===== src/rtl/notg_pkg.sv =====
// notg_pkg: mode encodings and the per-bit transform shared by the inverter pipe
package notg_pkg;

    localparam logic [1:0] MODE_PASS  = 2'b00;
    localparam logic [1:0] MODE_INV   = 2'b01;
    localparam logic [1:0] MODE_MASK  = 2'b10;
    localparam logic [1:0] MODE_NMASK = 2'b11;

    // Transform of one data bit; every mode is bitwise, so a word is built bit by bit
    function automatic logic notg_xform(input logic data, input logic [1:0] mode, input logic mask);
        return (mode == MODE_PASS) ? data :
               (mode == MODE_INV)  ? ~data :
               (mode == MODE_MASK) ? data ^ mask : data ^ ~mask;
    endfunction

endpackage


===== src/rtl/notg_stage.sv =====
// notg_stage: one valid/data pipeline register with load enable and async clear
module notg_stage #(
    parameter int WIDTH = 8
) (
    input  logic             clk,
    input  logic             rst_n,
    input  logic             load,
    input  logic             in_valid,
    input  logic [WIDTH-1:0] in_data,
    output logic             out_valid,
    output logic [WIDTH-1:0] out_data
);

    logic             valid_d, valid_q;
    logic [WIDTH-1:0] data_d, data_q;

    // Valid follows its source on every advance; data only latches real beats
    always_comb begin
        valid_d = load ? in_valid : valid_q;
        data_d  = (load && in_valid) ? in_data : data_q;
    end

    // Stage registers, cleared asynchronously
    always_ff @(posedge clk or negedge rst_n) begin
        if (!rst_n) begin
            valid_q <= 1'b0;
            data_q  <= '0;
        end else begin
            valid_q <= valid_d;
            data_q  <= data_d;
        end
    end

    assign out_valid = valid_q;
    assign out_data  = data_q;

endmodule


===== src/rtl/notg_pipe.sv =====
// notg_pipe: pipelined WIDTH-bit inverter bank with per-beat mode, valid/ready flow and beat counter
module notg_pipe
    import notg_pkg::*;
#(
    parameter int WIDTH = 8,
    parameter int DEPTH = 2,
    parameter int CNT_W = 16
) (
    input  logic             clk,
    input  logic             rst_n,
    input  logic             in_valid,
    output logic             in_ready,
    input  logic [WIDTH-1:0] in_data,
    input  logic [1:0]       in_mode,
    input  logic [WIDTH-1:0] in_mask,
    output logic             out_valid,
    input  logic             out_ready,
    output logic [WIDTH-1:0] out_data,
    output logic [CNT_W-1:0] beat_cnt
);

    logic [DEPTH-1:0] v;
    logic [DEPTH-1:0] adv;
    logic [WIDTH-1:0] d [DEPTH];
    logic [WIDTH-1:0] xform;
    logic [CNT_W-1:0] cnt_d, cnt_q;
    logic             fire;

    // Mode and mask are applied as the beat enters stage 0, so in-flight beats keep their own mode
    always_comb begin
        xform = '0;
        for (int i = 0; i < WIDTH; i++) xform[i] = notg_xform(in_data[i], in_mode, in_mask[i]);
    end

    // A stage advances unless it and every stage after it are full while the sink stalls
    always_comb begin
        logic full;
        full = 1'b1;
        adv  = '0;
        for (int k = DEPTH - 1; k >= 0; k--) begin
            full   = full & v[k];
            adv[k] = out_ready | ~full;
        end
    end

    for (genvar k = 0; k < DEPTH; k++) begin : g_stage
        if (k == 0) begin : g_head
            notg_stage #(.WIDTH(WIDTH)) u_stage (
                .clk      (clk),
                .rst_n    (rst_n),
                .load     (adv[k]),
                .in_valid (in_valid),
                .in_data  (xform),
                .out_valid(v[k]),
                .out_data (d[k])
            );
        end else begin : g_body
            notg_stage #(.WIDTH(WIDTH)) u_stage (
                .clk      (clk),
                .rst_n    (rst_n),
                .load     (adv[k]),
                .in_valid (v[k-1]),
                .in_data  (d[k-1]),
                .out_valid(v[k]),
                .out_data (d[k])
            );
        end
    end

    assign in_ready  = adv[0];
    assign out_valid = v[DEPTH-1];
    assign out_data  = d[DEPTH-1];
    assign fire      = out_valid && out_ready;

    // Delivered-beat count, free-running wrap
    always_comb cnt_d = cnt_q + CNT_W'(fire);

    // Counter register, cleared asynchronously with the pipe
    always_ff @(posedge clk or negedge rst_n) begin
        if (!rst_n) cnt_q <= '0;
        else        cnt_q <= cnt_d;
    end

    assign beat_cnt = cnt_q;

endmodule


===== config.mk =====
export PLATFORM = sky130hd
export DESIGN_NAME = notg_pipe
export DESIGN_NICKNAME = d
export VERILOG_FILES = /design/src/rtl/notg_pkg.sv /design/src/rtl/notg_stage.sv /design/src/rtl/notg_pipe.sv
export SDC_FILE = /design/constraint.sdc
export NUM_CORES = 1
export LEC_CHECK = 0
export CAP_MARGIN = 20
export CORE_MARGIN = 1.5
export CORE_UTILIZATION = 47
export DETAILED_ROUTE_END_ITERATION = 8
export HOLD_SLACK_MARGIN = 0.12
export PLACE_DENSITY = 0.81
export SYNTH_ARGS = -nofsm -noshare
export SYNTH_HDL_FRONTEND = slang
export SYNTH_SLANG_ARGS = --single-unit

===== constraint.sdc =====
create_clock -name clk -period 2 [get_ports clk]
set_input_delay 0.4 -clock clk [delete_from_list [all_inputs] [get_ports clk]]
set_output_delay 0.4 -clock clk [all_outputs]
set_load 0.03 [all_outputs]

# == Word-level counts from Yosys, hierarchy flattened ==
# Cells that the tools add are included.
# word_totals
register_bits,34
wordCells,73
inputBits,22
out_inout_bits,26
# classes
mux,24
reduce_logical,4
bitwise,37
n_eq_ne,2
n_addsub,1
# ops
operator,n
1-bit two-way mux,24
1-bit NOT,18
16-bit by 1-bit adder with 16-bit output,1
1-bit bitwise XOR,16
1-bit logical AND,3
2-bit by 1-bit equality test with 1-bit output (second input constant),1
2-bit equality test (second input constant),1
2-bit zero test,1
1-bit OR,2
1-bit bitwise AND,1

# == Depth between registers and ports, before layout ==
# Gate-level depths: netlist (run 1).
# depth
depth_word,5
ltp_mapped,6
ltp_nobuf,6

# == Hierarchy ==
# Synthesis (run 1) repeated with hierarchy kept, for this count alone.
# hier_totals
hier_cells,128
hier_area_um2,1597.8
# by_module_without_submodules
mod,area_each_um2,n_inst,seq_area_each_um2,cells_per_inst
notg_pipe,927.1,1,400.4,88
notg_stage,335.3,2,225.2,20

# == Worst setup path after synthesis (run 1) ==
# No wires, ideal clock.
# synth_path
path_type,reg-to-reg
startpoint,register g_stage[1].g_body.u_stage.valid_q
endpoint,register cnt_q[14] (netlist: beat_cnt[14])
n_path_buf,0
path_stages_with_launch,7
required_ns,1.920
slack_ns,0.283
setup_ns,0.080
arrival_ns,1.636
synth_period_minus_slack_ns,1.717
path_cell_list,dfrtp_1 -> and2_1 -> ha_1 -> ha_1 -> nand3_2 -> nor4_2 -> xor2_1
# synth_between
elab_chain_len,2
# synth_rtl
element,line_no,text
start: declaration,notg_stage.sv:14,"logic valid_d, valid_q;"
start signal: assignment,notg_stage.sv:29,valid_q <= valid_d;
1-bit logical AND,notg_pipe.sv:73,assign fire = out_valid && out_ready;
16-bit by 1-bit adder with 16-bit output,notg_pipe.sv:76,always_comb cnt_d = cnt_q + CNT_W'(fire);
named net cnt_d[14],notg_pipe.sv:26,"logic [CNT_W-1:0] cnt_d, cnt_q;"
end signal: assignment,notg_pipe.sv:81,else cnt_q <= cnt_d;
end: declaration,notg_pipe.sv:26,
# The timed path passes the listed nets, and every way through them passes these cells.
# A chain may end at the register's enable or synchronous reset.

# == Worst setup path after layout (run 1) ==
# layout_path
startpoint,register cnt_q[8] (netlist: beat_cnt[8])
endpoint,output beat_cnt[8]
# layout_lines
element,line_no,text
end: declaration,notg_pipe.sv:19,output logic [CNT_W-1:0] beat_cnt
# No word-level cell between the ends.

==> results_dict.tcl, run 1 <==
set metrics [dict create \
    drt-initial-drc-count 50 \
    antenna_cells_inserted 0 \
    ant_nets 0 \
    cts_tree "done" \
    hold_path_class "input port to asynchronous set/reset pin" \
    detailroute.via_count 1113 \
    synth.top_cell.area_share_pct 51.2 \
    reg2reg_depth 6 \
    gpl.final_weighted_congestion 0.751 \
    post-cts-setup-buffers 0 \
    yosys_warnings 0 \
    unrepaired_setup_endpoints_after_global_routing "false" \
    synthDistinctLibCells 21 \
    groute.usage.overall_pct 17.8 \
    synth_flop_cell "sky130_fd_sc_hd__dfrtp_1" \
    htreeDepth 2 \
    antenna_found_initial 0 \
    root_buffer "sky130_fd_sc_hd__clkbuf_4" \
    avgViaCountPerCell 4.84 \
    path_clk_slew_ps 100 \
    timing.critical_path.to_type "output port" \
    synth.ff_latch_count 34 \
    timing.reg2reg.setup_slack_ps 370 \
    cellLeakagePower_nw 0.983 \
    critPathArrivalTime_ps 1540 \
    reg2reg_from "g_stage[1].g_body.u_stage.out_valid" \
    dpl_worst_slack_ps -102 \
    layout_setup_ws_ps 62.7 \
    max_stage_delay_ps 720 \
    synth.yosys.seq_area_share_pct 51.2 \
    largest_voltage_drop_on_the_vdd_net_v 0.000503 \
    rows 21 \
    cp-startpoint "beat_cnt[8]" \
    period_minus_slack_ps 1940 \
    yosys-top-cells-area "sky130_fd_sc_hd__dfrtp_1 (51%), sky130_fd_sc_hd__mux2_2 (11%), sky130_fd_sc_hd__xor2_1 (9.5%)" \
    count_of_buffers_from_port_buffering 47 \
    cts.sinks 34 \
    cap_violations 0 \
    outcome "completed" \
    reg2reg_to "beat_cnt[14]" \
    post_synthesis_cells 134 \
    grt_start_max_net_pins 35 \
    async_reset_ff_share_pct 100 \
    cts_max_path_buffers 2 \
    final.fill_count 294 \
    max_slew.worst_pin.slew_ps 422 \
    worstSkewPairLatency_ps 340 \
    critical_path.top_delay_family "buffers and inverters" \
    area.sequential_um2 851 \
    floorplan.die_area_um2 3900 \
    firstDrtPassIters 4 \
    timing.hold.ws_ps 450 \
    cell_area_after_synthesis_um2 1660 \
    final.period_utilization_pct 96.9 \
    drt-total-wl_um 3140 \
    synth_top_cell_by_area "sky130_fd_sc_hd__dfrtp_1" \
    first_pass_grt_wire_length_um 5400 \
    timing.critical_path.required_ps 1600 \
    maximum_fanout_encountered_on_the_critical_timing_path 5 \
    timing.critical_path.cells "clkdlybuf4s50_1" \
    syn_area_per_cell_um2 12.4 \
    area_delta_synth_final_pct 33.4 \
    critical_path.slowest_cell "sky130_fd_sc_hd__clkdlybuf4s50_1" \
    yosysMostFrequentCell "sky130_fd_sc_hd__dfrtp_1" \
    slew_limit_headroom_pct 71.9 \
    layout.nets 208 \
    final_hold_viol_count 0 \
    synth_common_cells "sky130_fd_sc_hd__dfrtp_1 (34), sky130_fd_sc_hd__xor2_1 (18), sky130_fd_sc_hd__mux2_2 (16)" \
    crit_path_start_kind "register" \
    drive_above_1_share_pct 20.1 \
    synth_edf_count 0 \
    timing_worst_setup_path_type "register to output port" \
    horizontal_extent_of_the_die_um 62.5 \
    synth.net_count 159 \
    setup-violations-final 0 \
    worst_clock_skew_on_the_final_layout_ps 8.46 \
    multi_input_area_um2 728 \
    placeableCoreArea_um2 3360 \
    routedWlPerCell_um 13.6 \
    path_buf_inv 1 \
    drv_slew 0 \
    timing.critical_path.depth 1 \
    cellPowerDensity_nw_per_um2 1010 \
    boundaryPins 48 \
    cts_buffers 5 \
    grt_pass1_vias 1206 \
    place.detailed.hpwl_um 2490 \
    max_freq_mhz 516 \
    route.detailed.drc 0 \
    initial_utilization_pct 49.4 \
    die-height_um 62.5 \
    grt.overflow.total 0 \
]
[worst max path at each step]
stage,to,slack [ps]
after detailed placement,beat_cnt[14],-100
after global routing,beat_cnt[4],8
after global placement,beat_cnt[14],-30
after CTS,beat_cnt[2],40
final,beat_cnt[8],60
after floorplan,beat_cnt[14],280
[layer usage]
layer,wire length [µm],vias to the layer above,GRT usage (%)
met4,33,0,5.56
met3,206,5,5.95
li1,-,539,-
met2,1760,42,32.8
met5,0,-,0
met1,1140,527,19.1
[where the power goes]
group          leakage (nW)  internal (mW)  switching [mW]  total, mW
Sequential            0.411          0.850           0.160       1.01
Clock                0.0353          0.170           0.222      0.392
Combinational         0.537          0.400           0.429      0.829
Total                 0.983           1.42           0.810       2.23
[layout make-up]
type	instances	share of cell area (%)
clock inverter	1	0.226
timing repair buffer	52	22.9
sequential	34	38.4
multi-input combinational	87	32.9
tap	46	2.60
inverter	3	0.508
clock buffer	7	2.48
[registers in the layout (all words and copies together), names as in the netlist]
name,flops
g_stage.g_head.u_stage.out_valid,1
g_stage.g_body.u_stage.out_valid,1
beat_cnt,16
g_stage.g_head.u_stage.out_data,8
g_stage.g_body.u_stage.out_data,8
[kinds of logic (layout without fill, tap and decap cells)]
family,count (synthesis),after routing,synth area share [%]
xor gates and xnor gates,30,30,15.8
adders and majority gates,3,3,2.26
and+or+nand+nor,38,38,14.9
DFF,34,34,51.2
muxes,16,16,10.8
buffers and inverters,13,63,4.97
[placed cells by master, fill, tap and decap left out]
master / instances
sky130_fd_sc_hd__and2_1: 1
sky130_fd_sc_hd__clkbuf_4: 5
sky130_fd_sc_hd__nand4_4: 1
sky130_fd_sc_hd__nor3_1: 4
sky130_fd_sc_hd__clkdlybuf4s50_1: 45
sky130_fd_sc_hd__ha_1: 3
sky130_fd_sc_hd__clkbuf_8: 1
sky130_fd_sc_hd__nor4_2: 4
sky130_fd_sc_hd__nand3_4: 1
sky130_fd_sc_hd__nand4_1: 3
sky130_fd_sc_hd__nand3_1: 3
sky130_fd_sc_hd__clkbuf_1: 1
sky130_fd_sc_hd__nand2_1: 12
sky130_fd_sc_hd__xnor2_1: 12
sky130_fd_sc_hd__nand3_2: 1
sky130_fd_sc_hd__buf_4: 6
sky130_fd_sc_hd__inv_1: 3
sky130_fd_sc_hd__dfrtp_1: 34
sky130_fd_sc_hd__clkinv_2: 1
sky130_fd_sc_hd__dlymetal6s2s_1: 1
sky130_fd_sc_hd__nand3b_1: 1
sky130_fd_sc_hd__nor2_1: 3
sky130_fd_sc_hd__mux2_2: 16
sky130_fd_sc_hd__nand2_2: 1
sky130_fd_sc_hd__nand2b_1: 3
sky130_fd_sc_hd__xor2_1: 18
[through the flow]
step	power, mW	instance area, µm²	cells	utilization [%]	TNS [ps]
final	2.23	2220	230	65.9	0
after global routing	2.36	2220	230	65.9	0
after CTS	2.26	2210	230	65.8	0
after detailed placement	1.86	2150	222	64.0	-311
after global placement	1.81	2150	222	64.0	-31.2
after floorplan	1.54	1660	134	-	0
[what timing repair did]
action	in CTS	in global routing
endpoints found under the setup margin	0	1
hold buffers	0	0
resized for setup	0	1
(Power assumes the default switching activity.)
==> run 2, diff against run 1 <==
--- a/config.mk
+++ b/config.mk
@@ -7,10 +7,11 @@
 export LEC_CHECK = 0
 export CAP_MARGIN = 20
 export CORE_MARGIN = 1.5
-export CORE_UTILIZATION = 47
+export CORE_UTILIZATION = 60
 export DETAILED_ROUTE_END_ITERATION = 8
+export DONT_BUFFER_PORTS = 1
 export HOLD_SLACK_MARGIN = 0.12
-export PLACE_DENSITY = 0.81
+export PLACE_DENSITY = 0.78
 export SYNTH_ARGS = -nofsm -noshare
 export SYNTH_HDL_FRONTEND = slang
 export SYNTH_SLANG_ARGS = --single-unit
==> constraint.sdc (replaced) <==
create_clock -name clk -period 2 [get_ports clk]
set_input_delay 0.3 -clock clk [delete_from_list [all_inputs] [get_ports clk]]
set_output_delay 0.3 -clock clk [all_outputs]
set_load 0.03 [all_outputs]
==> results_dict.tcl, run 2 (same netlist as run 1, synthesis figures left out) <==
set metrics [dict create \
    outcome "completed" \
    cap_violations 0 \
    grt.overflow.total 0 \
    layout.nets 163 \
    antenna_cells_inserted 0 \
    layout_commonest_cell "sky130_fd_sc_hd__dfrtp_1" \
    post_cts_resized 0 \
    final_cell_area_um2 1780 \
    setup-violations-final 0 \
    antenna_found_initial 0 \
    root_buffer "sky130_fd_sc_hd__clkbuf_4" \
    max_freq_mhz 627 \
    max_stage_delay_ps 350 \
    timing.critical_path.cells "and2_1 -> ha_1 -> ha_1 -> nand3_2 -> nor4_2 -> xor2_1" \
    multi_input_area_um2 728 \
    cellLeakagePower_nw 0.814 \
    slew_limit_headroom_pct 69.0 \
    place.detailed.hpwl_um 1840 \
    cts-hold-fix-buffers 3 \
    worst_clock_skew_on_the_final_layout_ps 7.92 \
    cellPowerDensity_nw_per_um2 1130 \
    horizontal_extent_of_the_die_um 55.6 \
    drt-initial-drc-count 35 \
    ant_nets 0 \
    totalPowerFinal_mw 2.01 \
    timing.setup.tns_ps 0 \
    cts_max_path_buffers 2 \
    layout_setup_ws_ps 406 \
    route.detailed.drc 0 \
    path_clk_slew_ps 90 \
    firstDrtPassIters 2 \
    groute.usage.overall_pct 17.7 \
    number_of_placed_cells_counting_well_taps 158 \
    period_minus_slack_ps 1590 \
    critical_path.slowest_cell "sky130_fd_sc_hd__dfrtp_1" \
    die-height_um 55.6 \
    routedWlPerCell_um 14.2 \
    final.fill_count 189 \
    dpl_cell_area_um2 1660 \
    rows 18 \
    timing_worst_setup_path_type "register to register" \
    detailroute.via_count 947 \
    crit_path_start_kind "register" \
    boundaryPins 48 \
    worstSkewPairLatency_ps 330 \
    post-cts-setup-buffers 0 \
    dpl_worst_slack_ps 401 \
    drt-total-wl_um 2390 \
    drv_slew 0 \
    timing.critical_path.to_type "register" \
    final_hold_viol_count 0 \
    cts.sinks 34 \
    largest_voltage_drop_on_the_vdd_net_v 0.000974 \
    count_of_buffers_from_port_buffering 0 \
    flip_flop_count_of_the_largest_register_all_copies_and_words_added 16 \
    timing.critical_path.required_ps 2260 \
    cts_tree "done" \
    unrepaired_setup_endpoints_after_global_routing "false" \
    area_delta_synth_final_pct 6.93 \
    max_slew.worst_pin.slew_ps 465 \
    floorplan.die_area_um2 3090 \
    placeableCoreArea_um2 2540 \
    critPathArrivalTime_ps 1850 \
    cts_buffers 5 \
    maximum_fanout_encountered_on_the_critical_timing_path 6 \
    timing.hold.ws_ps 171 \
    initial_utilization_pct 65.3 \
    timing.critical_path.mode_cell "sky130_fd_sc_hd__ha_1" \
    most_frequent_cells_in_the_layout "sky130_fd_sc_hd__dfrtp_1 (34), sky130_fd_sc_hd__xor2_1 (18), sky130_fd_sc_hd__mux2_2 (16)" \
    postLayoutCoreUtil_pct 69.8 \
    drive_above_1_share_pct 26.6 \
    grt_start_max_net_pins 35 \
    htreeDepth 2 \
    first_pass_grt_wire_length_um 4180 \
    final.period_utilization_pct 79.7 \
    finalNonFillerCells 169 \
    hold_path_class "input port to register" \
    grt_pass1_vias 947 \
    avgViaCountPerCell 5.60 \
    area.sequential_um2 851 \
    gpl.final_weighted_congestion 0.797 \
]
## run 2: cell types whose count changed in the layout (fill, tap and decap cells not counted), sizes merged
cell,delta
buf,-1
clkbuf,+1
clkdlybuf4s50,-45
clkinv,-1
dlygate4sd3,+2
dlymetal6s2s,-1
## run 2: power breakdown
part | internal [mW] | switching, mW | total [mW]
sequential | 0.847 | 0.346 | 1.19
clock | 0.240 | 0.213 | 0.453
combinational | 0.188 | 0.177 | 0.366
total | 1.28 | 0.736 | 2.01
## run 2: layout make-up
| class | instances | share of cell area (%) |
|---|---|---|
| Tap cell | 30 | 2.11 |
| Inverter | 3 | 0.634 |
| Sequential cell | 34 | 47.9 |
| Clock buffer | 8 | 4.44 |
| Timing Repair Buffer | 7 | 3.94 |
| Multi-Input combinational cell | 87 | 41.0 |
## run 2: critical path, delay by kind of cell (launching register included)
family / cells / cell delay [ps]
fa+ha+maj: 2 / 400
simple gates: 3 / 620
flops: 1 / 350
xor+xnor: 1 / 170
## run 2: worst paths after layout
path / from / to / slack (ps) / depth (start not counted)
setup / recovery: g_stage[1].g_body.u_stage.out_valid / beat_cnt[14] / 410 / 6
hold / removal: out_ready / g_stage[1].g_body.u_stage.out_valid / 170 / 2
setup reg to reg: g_stage[1].g_body.u_stage.out_valid / beat_cnt[14] / 410 / 6
hold reg to reg: g_stage[0].g_head.u_stage.out_valid / g_stage[1].g_body.u_stage.out_valid / 510 / 1
max in group asynchronous: rst_n / g_stage[1].g_body.u_stage.out_data[6] / 1420 / 2
min in group asynchronous: rst_n / beat_cnt[1] / 410 / 2
## run 2: metal layers
metal | vias up | share of wire (%) | global-route usage (%)
met5 | - | 0 | 0
met4 | 0 | 1.8 | 8.36
met3 | 6 | 7.1 | 7.91
met2 | 40 | 53 | 31.6
met1 | 450 | 39 | 17.3
li1 | 451 | - | -
